===== src/rtl/race_game_ctrl.sv =====
// Game-level controller behind the graphics stage: detects per-frame crashes and
// finish-line crossings, runs the START/PLAY/PAUSE/CRASH/FINISH state machine and a lap timer.
module race_game_ctrl #(
    parameter int FRAME_Y      = 481,
    parameter int CRASH_FRAMES = 3,
    parameter int HOLD_FRAMES  = 180,
    parameter int TIMER_W      = 16
) (
    input  logic               clk,
    input  logic               reset,
    input  logic               enter_key,
    input  logic               pause_key,
    input  logic               video_on,
    input  logic [9:0]         pixel_x,
    input  logic [9:0]         pixel_y,
    input  logic               car_on,
    input  logic               road_on,
    input  logic               finish_line,
    output logic               game_reset,
    output logic               pause,
    output logic               start_en,
    output logic               crash_en,
    output logic               finish_en,
    output logic [TIMER_W-1:0] lap_frames,
    output logic               frame_tick,
    output logic [2:0]         dbg_state,
    output logic [3:0]         dbg_crash_cnt
);

    // Handshake-free block: key inputs are levels, acted on at their rising edge;
    // the frame tick is a single clk pulse per frame derived from the pixel coordinates.

    typedef enum logic [2:0] {
        S_START  = 3'd0,
        S_PLAY   = 3'd1,
        S_PAUSE  = 3'd2,
        S_CRASH  = 3'd3,
        S_FINISH = 3'd4
    } state_t;

    state_t             state_q, state_d;
    logic               enter_prev, pause_prev, match_d;
    logic               offroad_f, finish_f, offroad_d, finish_d;
    logic [3:0]         crash_cnt_q, crash_cnt_d;
    logic [9:0]         hold_q, hold_d;
    logic [TIMER_W-1:0] lap_d;
    logic [4:0]         crash_sum;
    logic               enter_edge, pause_edge, match, tick;

    assign enter_edge = enter_key & ~enter_prev;
    assign pause_edge = pause_key & ~pause_prev;
    assign match      = (pixel_y == 10'(FRAME_Y)) && (pixel_x == 10'd0);
    assign tick       = match & ~match_d;
    assign crash_sum  = {1'b0, crash_cnt_q} + 5'd1;

    assign dbg_state     = state_q;
    assign dbg_crash_cnt = crash_cnt_q;

    always_comb begin
        state_d     = state_q;
        crash_cnt_d = crash_cnt_q;
        hold_d      = hold_q;
        lap_d       = lap_frames;
        offroad_d   = offroad_f;
        finish_d    = finish_f;
        case (state_q)
            S_START: begin
                offroad_d = 1'b0;
                finish_d  = 1'b0;
                if (enter_edge) begin
                    state_d     = S_PLAY;
                    lap_d       = '0;
                    crash_cnt_d = '0;
                end
            end
            S_PLAY: begin
                if (video_on && car_on && !road_on)   offroad_d = 1'b1;
                if (video_on && car_on && finish_line) finish_d = 1'b1;
                if (tick) begin
                    // Flags are judged as accumulated over the frame, then cleared.
                    offroad_d   = 1'b0;
                    finish_d    = 1'b0;
                    crash_cnt_d = offroad_f ? crash_sum[3:0] : 4'd0;
                    if (offroad_f && (crash_sum >= 5'(CRASH_FRAMES))) begin
                        state_d = S_CRASH;
                        hold_d  = '0;
                    end else if (finish_f) begin
                        state_d = S_FINISH;
                        hold_d  = '0;
                    end else begin
                        if (lap_frames != '1) lap_d = lap_frames + 1'b1;
                        if (pause_edge) state_d = S_PAUSE;
                    end
                end else if (pause_edge) begin
                    state_d = S_PAUSE;
                end
            end
            S_PAUSE: begin
                if (pause_edge) state_d = S_PLAY;
            end
            S_CRASH, S_FINISH: begin
                offroad_d = 1'b0;
                finish_d  = 1'b0;
                if (enter_edge) begin
                    state_d = S_START;
                end else if (tick) begin
                    if (hold_q == 10'(HOLD_FRAMES - 1)) state_d = S_START;
                    else hold_d = hold_q + 10'd1;
                end
            end
            default: state_d = S_START;
        endcase
    end

    always_ff @(posedge clk) begin
        if (reset) begin
            state_q     <= S_START;
            enter_prev  <= 1'b1;
            pause_prev  <= 1'b1;
            match_d     <= 1'b0;
            offroad_f   <= 1'b0;
            finish_f    <= 1'b0;
            crash_cnt_q <= '0;
            hold_q      <= '0;
            lap_frames  <= '0;
            frame_tick  <= 1'b0;
            game_reset  <= 1'b1;
            start_en    <= 1'b1;
            crash_en    <= 1'b0;
            finish_en   <= 1'b0;
            pause       <= 1'b0;
        end else begin
            state_q     <= state_d;
            enter_prev  <= enter_key;
            pause_prev  <= pause_key;
            match_d     <= match;
            offroad_f   <= offroad_d;
            finish_f    <= finish_d;
            crash_cnt_q <= crash_cnt_d;
            hold_q      <= hold_d;
            lap_frames  <= lap_d;
            frame_tick  <= tick;
            game_reset  <= (state_d == S_START);
            start_en    <= (state_d == S_START);
            crash_en    <= (state_d == S_CRASH);
            finish_en   <= (state_d == S_FINISH);
            pause       <= (state_d == S_PAUSE);
        end
    end

endmodule

===== config.mk =====
export PLATFORM = sky130hd
export DESIGN_NAME = race_game_ctrl
export DESIGN_NICKNAME = d
export VERILOG_FILES = /design/src/rtl/race_game_ctrl.sv
export SDC_FILE = /design/constraint.sdc
export NUM_CORES = 1
export LEC_CHECK = 0
export ABC_AREA = 1
export CAP_MARGIN = 20
export CELL_PAD_IN_SITES_DETAIL_PLACEMENT = 0
export CELL_PAD_IN_SITES_GLOBAL_PLACEMENT = 1
export CORE_MARGIN = 2
export CORE_UTILIZATION = 38
export DETAILED_ROUTE_END_ITERATION = 16
export PLACE_DENSITY_LB_ADDON = 0.3
export SYNTH_ARGS = -nofsm -noshare
export SYNTH_HDL_FRONTEND = slang
export SYNTH_SLANG_ARGS = --single-unit
export TNS_END_PERCENT = 10

===== constraint.sdc =====
create_clock -name clk -period 4.5 [get_ports clk]
set_input_delay 0.9 -clock clk [delete_from_list [all_inputs] [get_ports clk]]
set_output_delay 0.9 -clock clk [all_outputs]
set_load 0.05 [all_outputs]

After elaboration in Yosys (flattened, before gate mapping):

Cells that the tools add are included.

* register bits: 43
* input bits: 28
* output and inout port bits: 29

* $add $sub $neg: 3
* $lt $le $gt $ge: 1
* equality and inequality tests: 21
* mux-type cells: 33
* bitwise operators: 6
* reductions and logical operators: 19

Operators by type and width (number)
* $mux W16: 5
* $mux W10: 6
* $pmux W16 S2: 1
* $mux W3: 9
* $pmux W10 S2: 1
* $add A16 B1 Y16 const B: 1
* $ne A16 B16 Y1 const B: 1
* $ne A2 B2 Y1 const B: 8
* $eq A3 B2 Y1 const B: 4
* $mux W4: 3
* $pmux W3 S4: 1
* $reduce_and A6 Y1: 2
* $add A10 B1 Y10 const B: 1
* $eq A10 B8 Y1 const B: 1
* $eq A10 B9 Y1 const B: 1
* $logic_not A10 Y1: 1
* $ne A3 B3 Y1 const B: 3
* $pmux W4 S2: 1
* $eq A3 B3 Y1 const B: 2
* $logic_not A3 Y1: 2
* $reduce_bool A2 Y1: 3
* $add A4 B1 Y5 const B: 1
* $ge A5 B2 Y1 const B: 1
* $logic_and A1 B1 Y1: 5
* 10 further kinds: 19

Logic depth before layout (Yosys ltp):

* word-level depth: 8
* depth in mapped cells: 15
* depth with buffers taken out: 15

Least setup slack after synthesis:

Ideal clock, no wire load.

* kind: reg-to-reg
* start point: register crash_cnt_q[0], in the netlist dbg_crash_cnt[0]
* end point: register lap_frames[4]
* setup time: 132 ps
* arrival time: 2107 ps
* data required time: 4368 ps
* path slack: 2261 ps
* cell stages (with the launch flop): 15
* buffers on the path: 1
* clock period less this slack: 2239 ps
* cell sequence: dfxtp_1 -> inv_2 -> ha_1 -> inv_1 -> nand2_1 -> nand3_1 -> nor2_2 -> nand2_2 -> nand2_4 -> nand2_2 -> a21oi_4 -> nand2_4 -> buf_4 -> nand2_1 -> a21oi_1

* word-level cells in the longest chain between the ends: 5

RTL lines
* start, declared: line 44 `logic [3:0] crash_cnt_q, crash_cnt_d;`
* start signal, assigned: line 139 `crash_cnt_q <= crash_cnt_d;`
* $add A4 B1 Y5: line 54 `assign crash_sum = {1'b0, crash_cnt_q} + 5'd1;`
* $ge A5 B2 Y1: line 84 `if (offroad_f && (crash_sum >= 5'(CRASH_FRAMES))) begin`
* $logic_and A1 B1 Y1: line 84
* $ne A2 B2 Y1 (no source line)
* $reduce_and A6 Y1 (no source line)
* end signal, assigned: line 141 `lap_frames <= lap_d;`
* end, declared: line 24 `output logic [TIMER_W-1:0] lap_frames,`

Every way passes these cells.
A chain may end at the register's enable or synchronous reset.

Worst setup path after layout:

* start point: input pixel_y[5]
* end point: register lap_frames[1]

* word-level cells in the longest chain between the ends: 5

RTL lines
* start, declared: line 15 `input logic [9:0] pixel_y,`
* $eq A10 B9 Y1: line 52 `assign match = (pixel_y == 10'(FRAME_Y)) && (pixel_x == 10'd0);`
* $logic_and A1 B1 Y1: line 52
* $and A1 B1 Y1: line 53 `assign tick = match & ~match_d;`
* $ne A2 B2 Y1 (no source line)
* $reduce_and A6 Y1 (no source line)

Every way passes these cells.

==> results.json <==
{
  "status": "finished clean",
  "hold_ws_ns": 0.4287,
  "grt.total_usage_pct": 18.64,
  "cp-end-kind": "flip-flop",
  "layout.nets": 508,
  "area_growth_pct": 25.78,
  "root_buffer": "clkbuf_8",
  "synth_largest_area_cell": "dfxtp_1",
  "yosys_warnings": 0,
  "clock_skew_ns": 0.004661,
  "antenna_found_initial": 0,
  "cts_hold_buf": 0,
  "drtIter0Drc": 94,
  "worst_pin_slew_ns": 0.5107,
  "finalCritPeriodShare_pct": 57.54,
  "p_leak_nw": 1.309,
  "synth_top_area_share_pct": 31.68,
  "placementRows": 30,
  "power_w": 0.0006960,
  "ys_seq_area_share_pct": 31.68,
  "routed_wl_mm": 6.890,
  "tns_ns": 0,
  "cpMaxStageDelayCell": "clkdlybuf4s50_1",
  "cp-startpoint": "pixel_y[5]",
  "clockBufferDepth": 2,
  "critPathTopFamily": "simple AND/OR/NAND/NOR gates",
  "vias": 2753,
  "ys_ff_latch": 43,
  "cp.required_ns": 4.69,
  "r2r-start": "dbg_crash_cnt[0]$_SDFFE_PP0P_",
  "yosys-top-cells-area": "dfxtp_1, nand2_1, nor2_1",
  "rsz0062_at_grt": "false",
  "post-place-cells": 565,
  "stdcell_count": 571,
  "timing.final.crit_period_ns": 2.589,
  "post_cts_buffers": 0,
  "ir_worst_vdd_uv": 89.53,
  "crit_top_cell": "nor2_1",
  "p_per_area_nw_per_um2": 203.6,
  "start_kind": "input pin",
  "avgSynthCellArea_um2": 6.440,
  "cap_violations": 0,
  "ant_nets": 0,
  "placed_cell_area_um2": 3346,
  "cts_max_level": 2,
  "gr-total-overflow": 0,
  "initial_core_util_pct": 39.56,
  "synthesis.area_um2": 2718,
  "first_pass_iters": 4,
  "fp.dieW_um": 88.57,
  "min_from": "match_d$_SDFF_PP0_",
  "layout_common_cells": "nand2_1, nor2_1, clkdlybuf4s50_1",
  "fmax_mhz": 386.2,
  "grt_pass1_wl_mm": 11.76,
  "design_area_um2": 3418,
  "max_slew_margin_pct": 65.85,
  "synth_cell_types": 36,
  "port_buffers": 56,
  "post-route-drc-count": 0,
  "finalSetupViolations": 0,
  "cts_tree": "built",
  "wl_per_cell_um": 12.07,
  "syn_nets": 454,
  "cpPeakStageDelay_ns": 0.48,
  "final_common_cell": "nand2_1",
  "io-pin-count": 57,
  "path_buf_inv": 3,
  "worstPathArrival_ns": 2.78,
  "min_path_type": "flip-flop to flip-flop",
  "core_um2": 6869,
  "first_global_vias": 2621,
  "cp_cell_sequence": "clkdlybuf4s50_1, inv_1, nor2_1, nand2_1, nor2_2, nand4_2, nand2_2, o21ai_2, inv_4, nand2_4, o21ai_0, nor2_1",
  "die_h_um": 88.57,
  "grt_max_degree": 25,
  "diodes": 0,
  "netlist_instances": 422,
  "ctsResizeCount": 0,
  "hpwl_mm": 5.244,
  "path_clk_slew_ns": 0.08,
  "gp_congestion": 0.8464,
  "clock_sinks": 43,
  "clkLatencyLatePin_ns": 0.29,
  "via_per_inst": 4.821,
  "dieArea_um2": 7844,
  "drive_gt1_share_pct": 6.316,
  "hold_viol": 0,
  "critPathKind": "input pin to flip-flop",
  "cts_buffers": 5,
  "crit_fanout": 17,
  "drv_slew": 0
}
synthesized netlist by cell type (all sizes together):
library cell,instances
nand3b,1
a211oi,1
buf,5
ha,4
nand4,13
a31oi,1
o21ai,8
o211ai,1
xor2,16
a21oi,35
and2b,1
clkbuf,5
xnor2,5
clkinv,1
nand3,38
dfxtp,43
nor2,78
nor3,6
nor3b,1
nor4,1
nand2,111
inv,47
metrics by stage:
stage	setup slack, ns	utilization (%)
floorplan	2.261	-
global placement	1.670	48.71
detailed placement	1.592	48.71
CTS	1.902	49.76
global route	1.713	49.76
finish	1.911	49.76
cell type report:
class | count | area, µm²
Fill cell | 731 | 3451
Timing Repair Buffer | 57 | 568.0
Clock buffer | 6 | 72.57
Inverter | 48 | 182.7
Multi-Input combinational cell | 321 | 1614
Sequential cell | 43 | 860.8
Tap cell | 96 | 120.1
worst reg2reg max path: stages, from the launching register on:
cell     delay [ns]
dfxtp_1        0.48
inv_2          0.07
ha_1           0.27
inv_1          0.05
nand2_1        0.06
nand3_1        0.07
nor2_2         0.10
nand2_2        0.08
nand2_4        0.08
nand2_2        0.08
a21oi_4        0.41
nand2_4        0.22
o21ai_0        0.21
nor2_1         0.05
flip-flops by register name (all words and copies together) (netlist names):
name           cells
enter_prev         1
dbg_state          3
dbg_crash_cnt      4
pause              1
lap_frames        16
start_en           1
match_d            1
hold_q            10
crash_en           1
finish_en          1
offroad_f          1
frame_tick         1
pause_prev         1
finish_f           1
power breakdown:
group          leakage, nW  total (W)  internal [W]  switching, W
clock network       0.0371   0.000229      0.000104      0.000125
registers            0.347   0.000389      0.000384    0.00000448
logic                0.924  0.0000783     0.0000346     0.0000438
per-layer routing:
metal / track usage (%) / part of all wire (%) / vias up
met3: 2.799 / 3.4 / 10
met4: 3.994 / 1.3 / 0
met1: 24.12 / 47 / 1242
li1: - / - / 1450
met2: 32.88 / 49 / 51
met5: 0 / 0 / -
cell families after synthesis:
family | after synthesis | share of synthesized area (%)
buf+inv | 58 | 8.932
compound gates | 46 | 9.669
fa+ha+maj | 4 | 1.842
flops | 43 | 31.68
simple gates | 250 | 41.11
xor+xnor | 21 | 6.768
worst paths after layout:
| kind | endpoint | slack [ns] | cells past startpoint |
|---|---|---|---|
| setup / recovery | lap_frames[1]$_SDFFE_PP0P_ | 1.91 | 12 |
| hold / removal | frame_tick$_SDFF_PP0_ | 0.43 | 1 |
| setup reg to reg | lap_frames[1]$_SDFFE_PP0P_ | 2.16 | 13 |
| hold reg to reg | frame_tick$_SDFF_PP0_ | 0.43 | 1 |
No activity file was read; power rests on OpenSTA's default activity.
